==> src/rtl/car_parking_mgmt_pkg.sv <==
// car_parking_mgmt_pkg: gate FSM states and active-low 7-seg glyphs {g,f,e,d,c,b,a}
package car_parking_mgmt_pkg;
    typedef enum logic [2:0] {IDLE, WAIT_PASS, WRONG_PASS, RIGHT_PASS, STOP} state_t;
    localparam logic [6:0] SEG_BLANK = 7'b1111111;
    localparam logic [6:0] SEG_E     = 7'b0000110;
    localparam logic [6:0] SEG_N     = 7'b0101011;
    localparam logic [6:0] SEG_G     = 7'b0000010;
    localparam logic [6:0] SEG_O     = 7'b1000000;
    localparam logic [6:0] SEG_S     = 7'b0010010;
    localparam logic [6:0] SEG_P     = 7'b0001100;
endpackage

==> src/rtl/parking_seg_decode.sv <==
// parking_seg_decode: maps the gate state to its two-letter 7-seg message
module parking_seg_decode
    import car_parking_mgmt_pkg::*;
(
    input  state_t     state,
    output logic [6:0] hex_1,
    output logic [6:0] hex_2
);
    always_comb begin
        hex_1 = (state == WAIT_PASS || state == WRONG_PASS) ? SEG_E :
                state == RIGHT_PASS ? SEG_G :
                state == STOP       ? SEG_S : SEG_BLANK;
        hex_2 = state == WAIT_PASS  ? SEG_N :
                state == WRONG_PASS ? SEG_E :
                state == RIGHT_PASS ? SEG_O :
                state == STOP       ? SEG_P : SEG_BLANK;
    end
endmodule

==> src/rtl/car_parking_mgmt.sv <==
// car_parking_mgmt: password-gated car park entry controller with occupancy tracking
module car_parking_mgmt
    import car_parking_mgmt_pkg::*;
#(
    parameter int         CAPACITY    = 8,
    parameter int         WAIT_CYCLES = 3,
    parameter logic [1:0] PASS_1      = 2'b01,
    parameter logic [1:0] PASS_2      = 2'b01
)(
    input  logic       clk,
    input  logic       rst,
    input  logic       sense_entry,
    input  logic       sense_exit,
    input  logic [1:0] password_1,
    input  logic [1:0] password_2,
    output logic       green_light,
    output logic       red_light,
    output logic [6:0] hex_1,
    output logic [6:0] hex_2,
    output logic [3:0] space_available,
    output logic [3:0] space_utilized,
    output logic [3:0] count_cars
);
    localparam int WW = WAIT_CYCLES > 1 ? $clog2(WAIT_CYCLES) : 1;
    localparam logic [3:0] CAP = 4'(CAPACITY);
    state_t state, state_nxt;
    logic [WW-1:0] wait_cnt, wait_nxt;
    logic [3:0] util_nxt, count_nxt;
    logic pass_ok, full, admit;
    assign pass_ok = password_1 == PASS_1 && password_2 == PASS_2;
    assign full = space_utilized == CAP;
    always_comb begin
        state_nxt = state;
        wait_nxt = wait_cnt;
        admit = 1'b0;
        util_nxt = space_utilized;
        case (state)
            IDLE: begin
                if (sense_exit && space_utilized != 4'd0) util_nxt = space_utilized - 4'd1;
                if (sense_entry && !full) begin
                    state_nxt = WAIT_PASS;
                    wait_nxt = '0;
                end
            end
            WAIT_PASS: begin
                wait_nxt = wait_cnt + WW'(1);
                if (wait_cnt == WW'(WAIT_CYCLES - 1)) begin
                    state_nxt = pass_ok ? RIGHT_PASS : WRONG_PASS;
                    admit = pass_ok;
                end
            end
            WRONG_PASS: begin
                state_nxt = pass_ok ? RIGHT_PASS : WRONG_PASS;
                admit = pass_ok;
            end
            RIGHT_PASS: state_nxt = (sense_entry && sense_exit) ? STOP : sense_exit ? IDLE : RIGHT_PASS;
            STOP: begin
                state_nxt = !pass_ok ? STOP : full ? IDLE : RIGHT_PASS;
                admit = pass_ok && !full;
            end
            default: state_nxt = IDLE;
        endcase
        if (admit && !full) util_nxt = space_utilized + 4'd1;
        count_nxt = (admit && count_cars != 4'hf) ? count_cars + 4'd1 : count_cars;
    end
    always_ff @(posedge clk) begin
        if (!rst) begin
            state <= IDLE;
            wait_cnt <= '0;
            space_utilized <= 4'd0;
            count_cars <= 4'd0;
        end else begin
            state <= state_nxt;
            wait_cnt <= wait_nxt;
            space_utilized <= util_nxt;
            count_cars <= count_nxt;
        end
    end
    // red in IDLE flags a car arriving at a full park
    assign green_light = state == RIGHT_PASS;
    assign red_light = state == IDLE ? (full && sense_entry) : state != RIGHT_PASS;
    assign space_available = CAP - space_utilized;
    parking_seg_decode u_seg (.state(state), .hex_1(hex_1), .hex_2(hex_2));
endmodule

==> config.mk <==
export PLATFORM = sky130hd
export DESIGN_NAME = car_parking_mgmt
export DESIGN_NICKNAME = d
export VERILOG_FILES = /design/src/rtl/car_parking_mgmt_pkg.sv /design/src/rtl/parking_seg_decode.sv /design/src/rtl/car_parking_mgmt.sv
export SDC_FILE = /design/constraint.sdc
export NUM_CORES = 1
export LEC_CHECK = 0
export ABC_AREA = 1
export BUFFER_PORTS_ARGS = -buffer_cell sky130_fd_sc_hd__buf_2
export CAP_MARGIN = 5
export CORE_MARGIN = 2
export CORE_UTILIZATION = 52
export CTS_CLUSTER_SIZE = 12
export DETAILED_ROUTE_END_ITERATION = 10
export GPL_ROUTABILITY_DRIVEN = 0
export PLACE_DENSITY = 0.85
export REMOVE_ABC_BUFFERS = 1
export SLEW_MARGIN = 5
export SYNTH_ARGS = -nofsm -noshare
export SYNTH_HDL_FRONTEND = slang
export SYNTH_HIERARCHICAL = 1
export SYNTH_SLANG_ARGS = --single-unit
==> constraint.sdc <==
create_clock -name clk -period 4.5 [get_ports clk]
set_clock_uncertainty 0.2 [all_clocks]
set_input_delay 0.9 -clock clk [delete_from_list [all_inputs] [get_ports clk]]
set_output_delay 0.9 -clock clk [all_outputs]
set_load 0.005 [all_outputs]
After elaboration in Yosys (flattened, before gate mapping):

Cells that the tools add are included.

* add/subtract/negate cells: 5
* equality and inequality tests: 12
* reduce and logical (&&, ||, !) cells: 18
* mux-type cells: 23

Operator list (number)
* $mux 7: 7
* $pmux 3 s5: 1
* $mux 3: 4
* $mux 4: 3
* $add 4x1->4 const B: 2
* $logic_and 1x1->1: 8
* $eq 3x2->1 const B: 2
* $mux 2: 3
* $reduce_and 2->1: 3
* $reduce_bool 2->1: 3
* $eq 2x1->1 const B: 2
* $eq 4x4->1 const B: 1
* $ne 2x2->1 const B: 2
* $ne 4x4->1 const B: 1
* $pmux 2 s2: 1
* $reduce_bool 4->1: 1
* $sub 4x1->4 const B: 1
* $sub 4x4->4 const A: 1
* $eq 3x1->1 const B: 1
* $eq 3x3->1 const B: 1
* $logic_not 3->1: 1
* $mux 1: 3
* $ne 3x2->1 const B: 1
* $pmux 1 s3: 1
* other kinds (4): 4

* flip-flop bits (word level): 13
* input port bits: 8
* output and inout bits: 28

Logic depth before layout (Yosys ltp):

* depth after elaboration: 7
* gate-level depth with buffers: 15
* mapped depth without buffers: 15

Modules after synthesis:

Netlist, hierarchy kept.

Modules (own cells, without submodules)
* car_parking_mgmt: area an instance 897.1 um2, cells an instance 122, seq. area each 260.2 um2, times used 1
* parking_seg_decode: area an instance 112.6 um2, cells an instance 24, seq. area each 0.0 um2, times used 1

Worst setup path before layout:

OpenSTA, ideal clock, no wires.

* kind: input to register
* start: input password_2[1]
* end: register space_utilized[3]
* setup time: 115 ps
* required time: 4185 ps
* arrival time: 2327 ps
* path buffers: 0
* setup slack: 1858 ps
* cell stages on the path: 12
* cell sequence: inv_1 -> nand2_1 -> nor2_2 -> nand3_2 -> nand2_4 -> nand2_4 -> ha_1 -> a21o_1 -> a21oi_1 -> nand3_1 -> a21oi_1 -> nor2_1

* cells in the longest elaborated chain, start to end: 7
* elaborated cells between the ends (all ways): 10
* classes of those cells: eq/ne (1); mux (3); reduce/logical (6)

RTL lines
* start: declaration: RTL line car_parking_mgmt.sv:15 `input logic [1:0] password_2,`
* $eq 2x1->1 *: RTL line car_parking_mgmt.sv:30 `assign pass_ok = password_1 == PASS_1 && password_2 == PASS_2;`
* $logic_and 1x1->1 *: RTL line car_parking_mgmt.sv:30
* $mux 1 / $logic_and 1x1->1 (equally long branches): RTL line car_parking_mgmt.sv:47, car_parking_mgmt.sv:59
* $pmux 1 s3 *: RTL line car_parking_mgmt.sv:37 `case (state)`
* $logic_and 1x1->1 *: RTL line car_parking_mgmt.sv:63 `if (admit && !full) util_nxt = space_utilized + 4'd1;`
* $reduce_bool 2->1 (no source line)
* $reduce_and 2->1 (no source line)
* end signal: assignment: RTL line car_parking_mgmt.sv:75 `space_utilized <= util_nxt;`
* end: declaration: RTL line car_parking_mgmt.sv:21 `output logic [3:0] space_utilized,`

Mark *: on every way between the ends. The rest lies on a longest branch, timed or not.
A chain may end at the register's enable or synchronous reset.

Final worst setup path:

* start: register space_utilized[0]
* end: output red_light

* cells in the longest elaborated chain, start to end: 3

RTL lines
* $eq 4x4->1: RTL line car_parking_mgmt.sv:31 `assign full = space_utilized == CAP;`
* $logic_and 1x1->1: RTL line car_parking_mgmt.sv:81 `assign red_light = state == IDLE ? (full && sense_entry) : state != RIGHT_PASS;`
* $mux 1: RTL line car_parking_mgmt.sv:81
* end: declaration: RTL line car_parking_mgmt.sv:17 `output logic red_light,`

No other way between the ends.

==> summary.md <==
| Metric | Value |
|---|---|
| Status | complete, no violations |
| Largest net degree at the start of global routing | 10 |
| Critical Path Sink Type | output port |
| Post-CTS Hold Fix Bufs | 0 |
| Crit-path slowest cell | dfxtp_1 |
| Arrival @ worst endpoint | 1570 ps |
| Commonest non-fill, non-tap cell in the layout | buf_2 |
| Routed wire length | 2093 um |
| Gr ovfl total | 0 |
| Hold Path Class | flip-flop to flip-flop |
| Clk sink count | 13 |
| Fmax | 0.3746 GHz |
| Crit path depth | 7 |
| Area after DPL | 1161 um^2 |
| Gr usage total | 20.02% |
| Worst path cell trace | inv_1, ha_1, nand3_4, inv_1, nand2_1, a21oi_1, buf_2 |
| # fillers | 160 |
| Fin crit share | 59.32% |
| First-pass GRT wire length | 3249 um |
| Met1 Track Usage GR | 21.87% |
| Die W | 48.07 um |
| Vias per inst | 4.911 |
| ANT nets after route | 0 |
| Req. time, crit path | 3400 ps |
| Met3 Usage GRT | 6.792% |
| Average cell area after synthesis | 6.916 um^2 |
| Routed vias | 992 |
| P&R area growth vs syn | 17.60% |
| # diodes | 0 |
| CTS tree | yes |
| P per Cell Area | 563.6 nW/um^2 |
| 1st-iter DRT viols | 22 |
| Worst path buffer plus inverter count | 3 |
| Chip Height | 48.07 um |
| Hold slack final | 274.6 ps |
| CP most frequent cell | inv_1 |
| Final core utilization | 66.60% |
| 1st-pass router iterations | 4 |
| Synth Cell Area | 1010 um^2 |
| Hold Path Depth | 2 |
| Most frequent cells in the layout | buf_2, nand2_1, inv_1 |
| Worst r2r path cells | 12 |
| Critical path startpoint category | flip-flop |
| CTS resizes | 0 |
| Pleak | 0.5828 nW |
| Final setup TNS | 0 ps |
| Detailed Place HPWL | 1728 um |
| DRC | 0 |
| Post-CTS setup buffer count | 0 |
| Clk_lat worst skew | 280 ps |
| Synth cell types | 29 |
| Most Crowded Layer GR | met2 |
| Clk root buf | clkbuf_4 |
| RSZ-0062 raised after global routing | false |
| Cell family with most CP delay | flip-flops |
| Antenna violations before repair | 0 |
| Share of layout cells above drive strength 1 | 32.20% |
| Starting density of the core | 56.63% |
| Final #Nets | 192 |
| Clock buffer count from CTS | 3 |
| Number of port buffers | 34 |
| FF+latch count, synth | 13 |
| Routed WL per cell | 10.36 um |
| Hold Violations, Final | 0 |
| Min Tclk post-route | 2669 ps |
| Synth Warn # | 6 |
| H-Tree Depth | 1 |
| Die area | 2310 um^2 |
| Pwr Total | 0.6692 mW |
| Crit-path max FO | 7 |
| Worst vdd ir | 310.1 uV |
| Vias in the first global route | 854 |
| Io pins | 36 |
| # rows | 15 |
| Max-cap viol count | 0 |
| Final Instance Area | 1187 um^2 |
| Core Area | 1783 um^2 |
| Register area share after synthesis | 25.77% |
| Clock transition at path regs | 80 ps |
| Mapped Cells | 146 |
| Count of pins over their slew limit | 0 |
| Final setup violation count | 0 |
| CP max stage delay | 480 ps |
| Crit path kind | flip-flop to output port |
| CTS max path bufs | 2 |
| Met2 Use GR | 37.60% |
-- state kept, by name, indices dropped and copies added, names as in the netlist --
| register | cells |
|---|---|
| count_cars | 4 |
| space_utilized | 4 |
| state | 3 |
| wait_cnt | 2 |
-- layer usage --
layer | vias up | share of wire (%)
li1 | 524 | -
met1 | 443 | 41
met2 | 25 | 54
met3 | 0 | 4.6
met4 | 0 | 0
met5 | - | 0
-- per-stage QoR --
stage                     std cells  setup WS [ps]
after floorplan                 139           1858
after global placement          198           1701
after detailed placement        198           1598
after CTS                       202           1809
after global routing            202           1690
final                           202           1831
-- power by group --
group	switching [mW]	internal [mW]	total, mW	leakage (nW)
combinational	0.225	0.188	0.412	0.462
sequential	0.0437	0.141	0.185	0.106
clock	0.0379	0.0344	0.0724	0.0150
-- kinds of logic after synthesis --
family,count (synthesis),synth area share [%]
adder cells (fa/ha/maj),6,8.179
AND/OR/NAND/NOR,71,36.80
buffers and inverters,31,13.88
flip-flops,13,25.77
XOR/XNOR,3,2.603
AO/OA/AOI/OAI,21,12.39
other,1,0.3714
-- cell usage after synthesis --
library cell  count  area, um^2
a211oi_1          1       7.510
a21o_1            1       7.510
a21oi_1           9       45.04
a31oi_1           1       6.260
buf_4             6       45.04
clkbuf_2          1       5.000
conb_1            1       3.750
dfxtp_1          13       260.3
fa_1              1       20.02
ha_1              5       62.56
inv_1            22       82.58
inv_2             2       7.510
nand2_1          24       90.09
nand2_2           4       25.02
nand2_4           3       33.78
nand3_1          10       50.05
nand3_2           4       40.04
nand3_4           1       17.52
nand4_1           1       6.260
nor2_1           17       63.81
nor2_2            3       18.77
nor3_1            2       10.01
nor3_2            1       10.01
o21ai_0           5       25.02
o21ai_1           2       10.01
o21ai_4           1       16.27
o21bai_1          1       7.510
or2_2             1       6.260
xnor2_1           3       26.28
-- tightest hold or removal path: cells and delay by family (launching register included) --
kind,cells,cell delay (ps)
simple gates,1,60
flops,1,320
compound gates,1,50
-- path summary, 6_finish.rpt --
kind	startpoint	endpoint	slack, ps
hold reg to reg	wait_cnt[1]	wait_cnt[1]	270
setup / recovery	space_utilized[0]	red_light	1830
hold / removal	wait_cnt[1]	wait_cnt[1]	270
setup reg to reg	space_utilized[0]	space_utilized[3]	1890
-- layout make-up --
cell class,count,area [um^2],area share [%]
repair buffers,34,170.2,14.33
multi-input cells,102,609.3,51.32
inverters,24,90.09,7.587
well taps,25,31.28,2.634
clock buffers,4,26.28,2.213
flip-flops and latches,13,260.3,21.92
(Power assumes the default switching activity.)
